==> src/rtl/zap_frame_seq_if.sv <==
// Zapper flash sequencer bus: trigger/hit input, frame strobe,
// video-mux enables and shot-result outputs.
interface zap_frame_seq_if;
    logic [15:0] plyr_input;
    logic        frame_start;
    logic        blank_en;
    logic        target_en;
    logic        busy;
    logic        result_valid;
    logic        result_hit;
    logic [7:0]  hit_cnt;
    logic [7:0]  miss_cnt;

    modport master (
        output plyr_input, frame_start,
        input  blank_en, target_en, busy,
        input  result_valid, result_hit,
        input  hit_cnt, miss_cnt
    );

    modport slave (
        input  plyr_input, frame_start,
        output blank_en, target_en, busy,
        output result_valid, result_hit,
        output hit_cnt, miss_cnt
    );
endinterface

==> src/rtl/zap_frame_seq.sv <==
// Duck-Hunt style flash sequencer: black frame, target frames, hit tally.
// Optional ZAP_CHEAT_REJECT_EN: light seen on the black frame forces a miss.
module zap_frame_seq #(
    parameter int TARGET_FRAMES = 2,
    parameter int TIMEOUT_CYC   = 2000000
) (
    input logic            clk,
    input logic            rst,
    zap_frame_seq_if.slave zif
);
    localparam int CW = (TIMEOUT_CYC > 2) ? $clog2(TIMEOUT_CYC) : 1;
    localparam logic [CW-1:0] CYC_LAST = CW'(TIMEOUT_CYC - 1);
    localparam logic [3:0]    FRM_LAST = 4'(TARGET_FRAMES - 1);

    typedef enum logic [2:0] {
        IDLE, ARM, BLANK, TARGET, RESULT, HOLD
    } state_t;

    state_t        state;
    logic          shot_q;
    logic          hit_seen;
    logic [3:0]    frm_cnt;
    logic [CW-1:0] cyc;
`ifdef ZAP_CHEAT_REJECT_EN
    logic          reject;
`endif

    logic shot, hit, fs;
    logic shot_rise, tmo, got_hit;
    logic unused_bits;

    assign shot        = zif.plyr_input[0];
    assign hit         = zif.plyr_input[1];
    assign fs          = zif.frame_start;
    assign unused_bits = ^zif.plyr_input[15:2];
    assign shot_rise   = shot & ~shot_q;
    assign tmo         = ~fs & (cyc == CYC_LAST);
`ifdef ZAP_CHEAT_REJECT_EN
    assign got_hit     = (hit_seen | hit) & ~reject;
`else
    assign got_hit     = hit_seen | hit;
`endif

    always_ff @(posedge clk) begin
        if (!rst) begin
            state            <= IDLE;
            shot_q           <= 1'b0;
            hit_seen         <= 1'b0;
            frm_cnt          <= '0;
            cyc              <= '0;
            zif.blank_en     <= 1'b0;
            zif.target_en    <= 1'b0;
            zif.busy         <= 1'b0;
            zif.result_valid <= 1'b0;
            zif.result_hit   <= 1'b0;
            zif.hit_cnt      <= '0;
            zif.miss_cnt     <= '0;
`ifdef ZAP_CHEAT_REJECT_EN
            reject           <= 1'b0;
`endif
        end else begin
            shot_q           <= shot;
            zif.result_valid <= 1'b0;
            // Watchdog runs only while waiting on the video timing
            if (state == ARM || state == BLANK || state == TARGET)
                cyc <= fs ? '0 : cyc + 1'b1;
            unique case (state)
                IDLE: begin
                    if (shot_rise) begin
                        state    <= ARM;
                        zif.busy <= 1'b1;
                        hit_seen <= 1'b0;
                        frm_cnt  <= '0;
                        cyc      <= '0;
`ifdef ZAP_CHEAT_REJECT_EN
                        reject   <= 1'b0;
`endif
                    end
                end
                ARM: begin
                    if (fs) begin
                        state        <= BLANK;
                        zif.blank_en <= 1'b1;
                    end else if (tmo) begin
                        state <= HOLD;
                    end
                end
                BLANK: begin
`ifdef ZAP_CHEAT_REJECT_EN
                    if (hit) reject <= 1'b1;
`endif
                    if (fs) begin
                        state         <= TARGET;
                        zif.blank_en  <= 1'b0;
                        zif.target_en <= 1'b1;
                        frm_cnt       <= '0;
                    end else if (tmo) begin
                        state        <= HOLD;
                        zif.blank_en <= 1'b0;
                    end
                end
                TARGET: begin
                    if (hit) hit_seen <= 1'b1;
                    if (fs && frm_cnt == FRM_LAST) begin
                        state            <= RESULT;
                        zif.target_en    <= 1'b0;
                        zif.result_valid <= 1'b1;
                        zif.result_hit   <= got_hit;
                        if (got_hit && zif.hit_cnt != 8'hFF)
                            zif.hit_cnt <= zif.hit_cnt + 8'd1;
                        if (!got_hit && zif.miss_cnt != 8'hFF)
                            zif.miss_cnt <= zif.miss_cnt + 8'd1;
                    end else if (fs) begin
                        frm_cnt <= frm_cnt + 4'd1;
                    end else if (tmo) begin
                        state         <= HOLD;
                        zif.target_en <= 1'b0;
                    end
                end
                RESULT: state <= HOLD;
                HOLD: begin
                    // Trigger must be released before the next shot
                    if (!shot) begin
                        state    <= IDLE;
                        zif.busy <= 1'b0;
                    end
                end
                default: begin
                    state         <= IDLE;
                    zif.busy      <= 1'b0;
                    zif.blank_en  <= 1'b0;
                    zif.target_en <= 1'b0;
                end
            endcase
        end
    end
endmodule

==> src/flat_wrapper.sv <==
// flat-port wrapper written by rule: the top's interface ports become plain ports
module zap_frame_seq_flat 
#(
    parameter int TARGET_FRAMES = 2,
    parameter int TIMEOUT_CYC   = 2000000
)
  (clk, rst, zif_plyr_input, zif_frame_start, zif_blank_en, zif_target_en, zif_busy, zif_result_valid, zif_result_hit, zif_hit_cnt, zif_miss_cnt);
  zap_frame_seq_if zif_i ();
  input logic clk;
  input logic rst;
  input wire logic [$bits(zif_i.plyr_input)-1:0] zif_plyr_input;
  input wire logic [$bits(zif_i.frame_start)-1:0] zif_frame_start;
  output wire logic [$bits(zif_i.blank_en)-1:0] zif_blank_en;
  output wire logic [$bits(zif_i.target_en)-1:0] zif_target_en;
  output wire logic [$bits(zif_i.busy)-1:0] zif_busy;
  output wire logic [$bits(zif_i.result_valid)-1:0] zif_result_valid;
  output wire logic [$bits(zif_i.result_hit)-1:0] zif_result_hit;
  output wire logic [$bits(zif_i.hit_cnt)-1:0] zif_hit_cnt;
  output wire logic [$bits(zif_i.miss_cnt)-1:0] zif_miss_cnt;
  assign zif_i.plyr_input = zif_plyr_input;
  assign zif_i.frame_start = zif_frame_start;
  assign zif_blank_en = zif_i.blank_en;
  assign zif_target_en = zif_i.target_en;
  assign zif_busy = zif_i.busy;
  assign zif_result_valid = zif_i.result_valid;
  assign zif_result_hit = zif_i.result_hit;
  assign zif_hit_cnt = zif_i.hit_cnt;
  assign zif_miss_cnt = zif_i.miss_cnt;
  zap_frame_seq #(.TARGET_FRAMES(TARGET_FRAMES), .TIMEOUT_CYC(TIMEOUT_CYC)) u_core (.clk(clk), .rst(rst), .zif(zif_i));
endmodule
==> config.mk <==
export PLATFORM = sky130hd
export DESIGN_NAME = zap_frame_seq_flat
export DESIGN_NICKNAME = d
export VERILOG_FILES = /design/src/rtl/zap_frame_seq_if.sv /design/src/rtl/zap_frame_seq.sv /design/src/flat_wrapper.sv
export SDC_FILE = /design/constraint.sdc
export NUM_CORES = 1
export LEC_CHECK = 0
export CAP_MARGIN = 15
export CORE_MARGIN = 2
export CORE_UTILIZATION = 26
export DETAILED_ROUTE_END_ITERATION = 12
export DONT_BUFFER_PORTS = 1
export PLACE_DENSITY = 0.48
export SLEW_MARGIN = 20
export SYNTH_ARGS = -nofsm -noshare
export SYNTH_HDL_FRONTEND = slang
export SYNTH_SLANG_ARGS = --single-unit
==> constraint.sdc <==
create_clock -name clk -period 3.76 [get_ports clk]
set_input_delay 0.752 -clock clk [delete_from_list [all_inputs] [get_ports clk]]
set_output_delay 0.752 -clock clk [all_outputs]
set_load 0.05 [all_outputs]
Yosys cells after proc, flatten, opt, wreduce, memory -nomap -nowiden
Cells that the tools add are included.
Widths: inputs -> output; s select.
{ "classes": {"n_reduce_logical": 22, "bitwise_logic": 8, "n_eq_ne": 19, "mux": 31, "addsub": 4} }
{ "op_table": {"columns": ["cell", "n"], "rows": [
  ["$mux 21", 4],
  ["$add 21x1->21 const B", 1],
  ["$eq 21x21->1 const B", 1],
  ["$mux 3", 7],
  ["$pmux 3 s6", 1],
  ["$reduce_and 3->1", 6],
  ["$add 8x1->8 const B", 2],
  ["$mux 4", 4],
  ["$ne 8x8->1 const B", 2],
  ["$ne 2x2->1 const B", 6],
  ["$pmux 4 s3", 1],
  ["$reduce_or 4->1", 3],
  ["$mux 1", 10],
  ["$pmux 1 s3", 3],
  ["$eq 3x2->1 const B", 2],
  ["$eq 3x3->1 const B", 2],
  ["$ne 3x2->1 const B", 2],
  ["$not 1->1", 5],
  ["$reduce_and 5->1", 1],
  ["$add 4x1->4 const B", 1],
  ["$eq 4x1->1 const B", 1],
  ["$reduce_and 2->1", 2],
  ["$reduce_and 4->1", 1],
  ["$eq 3x1->1 const B", 1],
  ["11 further kinds", 15]
]} }
{ "word_totals": {"out_inout_bits": 21, "in_bits": 19, "regBits": 51, "wordCells": 96} }

Depth between registers and ports, before layout
{ "logic_depth": {"word_depth": 6, "mapped_depth": 8, "mapped_depth_nobuf": 6} }

Least setup slack after synthesis
No wires, ideal clock.
{ "synth_timing": {"path_kind": "in2reg", "from": "input port zif_frame_start", "to": "register u_core.zif.hit_cnt[3]", "setup_ns": 0.070, "required_time_ns": 3.690, "n_path_buf": 2, "t_arrival_ns": 2.141, "stages": 6, "path_slack_ns": 1.549, "path_cell_list": "buf_6 -> nand4b_1 -> or3_1 -> buf_2 -> or4_1 -> a21oi_1"} }
{ "synth_between": {"elab_chain_cells": 2} }
{ "synth_rtl": {"columns": ["item", "line_no", "text"], "rows": [
  ["start: declaration", "flat_wrapper.sv:12", "input wire logic [$bits(zif_i.frame_start)-1:0] zif_frame_start;"],
  ["$logic_and 1x1->1", "zap_frame_seq.sv:104", "if (fs && frm_cnt == FRM_LAST) begin"],
  ["$reduce_and 3->1 (no line)", null, null],
  ["end signal: assignment", "zap_frame_seq.sv:110", "zif.hit_cnt <= zif.hit_cnt + 8'd1;"],
  ["end: declaration", "zap_frame_seq_if.sv:25", "output hit_cnt, miss_cnt"]
]} }
Every way passes these cells.
A chain may end at the register's enable or synchronous reset.

Worst setup path in the final report
{ "layout_timing": {"from": "register u_core.state[1]", "to": "register u_core.cyc[18]"} }
{ "layout_between": {"elab_chain_cells": 6, "elab_cells_between_ends": 9, "classes_between": "eq/ne (3); mux (3); reduce/logical (3)"} }
{ "layout_rtl": {"columns": ["item", "line_no", "text"], "rows": [
  ["start: declaration", "zap_frame_seq.sv:19", "state_t state;"],
  ["start signal: assignment", "zap_frame_seq.sv:46", "state <= IDLE;"],
  ["start signal: assignment", "zap_frame_seq.sv:70", "state <= ARM;"],
  ["start signal: assignment", "zap_frame_seq.sv:82", "state <= BLANK;"],
  ["$eq 3x1->1 or $eq 3x2->1 (tied branches)", "zap_frame_seq.sv:65", "if (state == ARM || state == BLANK || state == TARGET)"],
  ["$logic_or 1x1->1 (2 in series)", "zap_frame_seq.sv:65", null],
  ["$mux 21", "zap_frame_seq.sv:65", null],
  ["$mux 21", "zap_frame_seq.sv:69", "if (shot_rise) begin"],
  ["$mux 21 (*)", "zap_frame_seq.sv:67", "unique case (state)"],
  ["end signal: assignment", "zap_frame_seq.sv:66", "cyc <= fs ? '0 : cyc + 1'b1;"],
  ["end: declaration", "zap_frame_seq.sv:23", "logic [CW-1:0] cyc;"]
]} }
Mark *: on every way between the ends. The rest lies on a longest branch, timed or not.

==> metrics <==
# rows 37; Avg Cell Area, Syn around 8.2 um^2; # hold bufs at CTS 0; critical path peak fanout 25; CP top delay family simple AND/OR/NAND/NOR gates; top-area cell type share of the netlist area 0.376; Slowest-stage cell, CP dfxtp_1; postcts setup bufs 0; Worst Hold End u_core.hit_seen; Worst Tran Pin Value between 0.7 and 0.8 ns; multiplexer area fraction after synthesis 0.0263; post-route setup slack about 1.1 ns; CP endpoint kind flop; Core Box Area 0.0102 mm^2; reg2reg path depth 4; largest family of logic cells by synthesized area simple AND/OR/NAND/NOR gates; Crit path largest cell delay 0.82 ns; DP HPWL 4.05 mm; input/output buffers 0; Root Driver clkbuf_8; area leader, netlist dfxtp_1; total wire length 5.99 mm; Synth Cell Area around 0.0027 mm^2; initial core utilization 0.265; total CTS buffers 5; Max Cap Viol 0; Max IR drop VDD between 0.2 and 0.25 mV; RSZ-0062 raised after global routing false; worst r2r dst u_core.cyc[18]; Yosys warnings 0; library cells used by synthesis 55; Seq/Total Area, Yosys 0.376; XOR/XNOR share of the synthesized area 0.0323; Post-Layout Cell Count approximately 460; clk sinks 51; status finished, final reports clean; crit start category flop; Compound-Gate Fraction of Synth Area 0.178; initial antenna violation count 0; setup TNS 0 ns; Synth Net Count approximately 350; n_diodes 0; Die Width 106 um; PD cells between 400 and 500 mW/mm^2; count leader, synth dfxtp_1; FMAX 376 MHz; drt initial violations approximately 140; CTS resizes 0; Worst Path Buf+Inv 0; pin count of the biggest net entering global routing 26; Post-Place Cells 447; worst path cell trace o21bai_1, or4_1, or4_1, a21oi_1; R2R setup slack 1.10 ns; WP data arrival 2.89 ns; Final Critical Period about 2.7 ns; Slew Viols, Final 0; Global Route Usage Sum 0.110; Final GP Congestion 0.705; DR vias 2313; global-route wire length before repair around 10 mm; Cells after Synth 330; filler cell count ~1100; final net count between 300 and 400; die area about 0.011 mm^2; final core occ 0.284; Synth Area in Simple Gates 0.313; total congestion overflow 0; Synth area leaders dfxtp_1 38%, a21oi_1 5.4%, nand2_1 4.4%; ANT nets after route 0; via/cell ratio 5.08; Clock Latency Late Sink 0.30 ns; most used cell along the critical path or4_1; kind of critical path reg -> reg; clk_skew 0.00479 ns; Post-synth ARST share 0; #FFs+latches synth between 50 and 60; worst hold start u_core.hit_seen; Ports 40; top post-synthesis cells by count 51 x dfxtp_1, 32 x nand2_1, 29 x a21oi_1, 24 x nor2_1, 17 x nand3_1; period utilisation layout 0.707; maximum clock path buffer count 2; 1st-pass router iterations 6; share of layout cells above drive strength 1 0.0502; endpoints failing hold 0; adder-cell share of the synthesized area 0.0231; clk slew on worst S/H paths 0.09 ns; TritonCTS clock tree built; Synth Flop Type dfxtp_1; Max-Slew Margin vs Limit 0.478; Die H 106 um; critical path data required time 3.99 ns; vias in the first global route 2180; hold path cells 2; DRC 0; Layout area overhead 7.29%; Pleak 0.891 nW; drt wl/cell 13.2 um; pre-CTS WS 1.13 ns; Post-synth EDFFs 0; CTS H-tree lvls 2; Reg2Reg Launch Point u_core.state[1]; final setup fails 0; Worst Hold Class reg -> reg
area by class of cell:
class                   instances  area (um^2)  area share
repair buffers                  1         7.51     0.00258
clock inverters                 2         60.1      0.0206
flip-flops and latches         51         1020       0.351
well taps                     136          170      0.0585
multi-input cells             252         1550       0.534
clock buffers                   6         72.6      0.0249
inverters                       7         26.3     0.00903
layout by cell type (no fill, tap or decap), types with 2 or more instances in the layout:
cell type  netlist  final
dfxtp_1         51     51
nand2_1         32     32
a21oi_1         29     29
nor2_1          24     24
nand3_1         17     17
o21ai_0         16     16
or4_1           12     12
nor4_1           9      9
o31ai_1          9      9
nor3b_1          7      7
nand4_1          7      7
or3_1            7      7
nand2b_1         7      7
inv_1            6      6
xnor2_1          6      6
mux2i_1          6      6
ha_1             5      5
clkbuf_8         1      5
and2_1           4      4
and3_1           4      4
xor2_1           4      4
a211oi_1         4      4
and4_1           4      4
nor3_1           4      4
o21a_1           3      3
or2_2            3      3
o21bai_1         2      2
nor2b_1          2      2
nand4b_1         2      2
nor4b_1          2      2
o41ai_1          2      2
a21o_1           2      2
bufinv_16        0      2
report_power, final:
group          internal [mW]  total, mW  leakage, nW  switching, mW
Combinational         0.0711      0.164        0.413         0.0925
Sequential             0.562      0.648        0.412         0.0857
Clock                  0.266      0.451       0.0654          0.185
flip-flops by register name, summed over array words and instances, names as in the netlist:
signal                   flops
u_core.cyc                  21
u_core.frm_cnt               4
u_core.hit_seen              1
u_core.shot_q                1
u_core.state                 3
u_core.zif.blank_en          1
u_core.zif.busy              1
u_core.zif.hit_cnt           8
u_core.zif.miss_cnt          8
u_core.zif.result_hit        1
u_core.zif.result_valid      1
u_core.zif.target_en         1
worst register-to-register path, stage by stage (launching register included):
cell and delay, ns:
dfxtp_1 0.82, o21bai_1 0.35, or4_1 0.76, or4_1 0.52
a21oi_1 0.14
how the worst max path moves through the flow:
stage | from | end | slack (ns) | cells after the start
4_1_cts | u_core.frm_cnt[0] | u_core.zif.miss_cnt[3] | 1.11 | 5
6_report | u_core.state[1] | u_core.cyc[18] | 1.10 | 4
5_1_grt | u_core.frm_cnt[0] | u_core.zif.miss_cnt[3] | 0.82 | 5
2_1_floorplan | zif_frame_start | u_core.zif.hit_cnt[3] | 1.55 | 6
3_5_place_dp | u_core.state[1] | u_core.cyc[18] | 1.13 | 4
3_3_place_gp | u_core.frm_cnt[0] | u_core.zif.miss_cnt[7] | 1.13 | 5
metrics by stage:
stage,total power [mW],area (um^2),hold WS [ns]
2_1_floorplan,0.808,2710,0.437
3_3_place_gp,0.823,2780,0.449
3_5_place_dp,0.825,2780,0.462
4_1_cts,1.28,2910,0.489
5_1_grt,1.33,2910,0.515
6_report,1.26,2910,0.485
per-layer routing:
| layer | vias to the layer above | global-route usage | part of all wire |
|---|---|---|---|
| met4 | 0 | 0.0282 | 0.0052 |
| met3 | 2 | 0.0288 | 0.034 |
| met5 | - | 0 | 0 |
| met2 | 20 | 0.185 | 0.46 |
| li1 | 1192 | - | - |
| met1 | 1099 | 0.139 | 0.50 |
cells by family after synthesis:
logic type,after synthesis
fa+ha+maj,5
flops,51
compound gates,77
xor+xnor,10
buf+inv,27
simple gates,153
mux,7
Power figures use the tool's default switching activity.
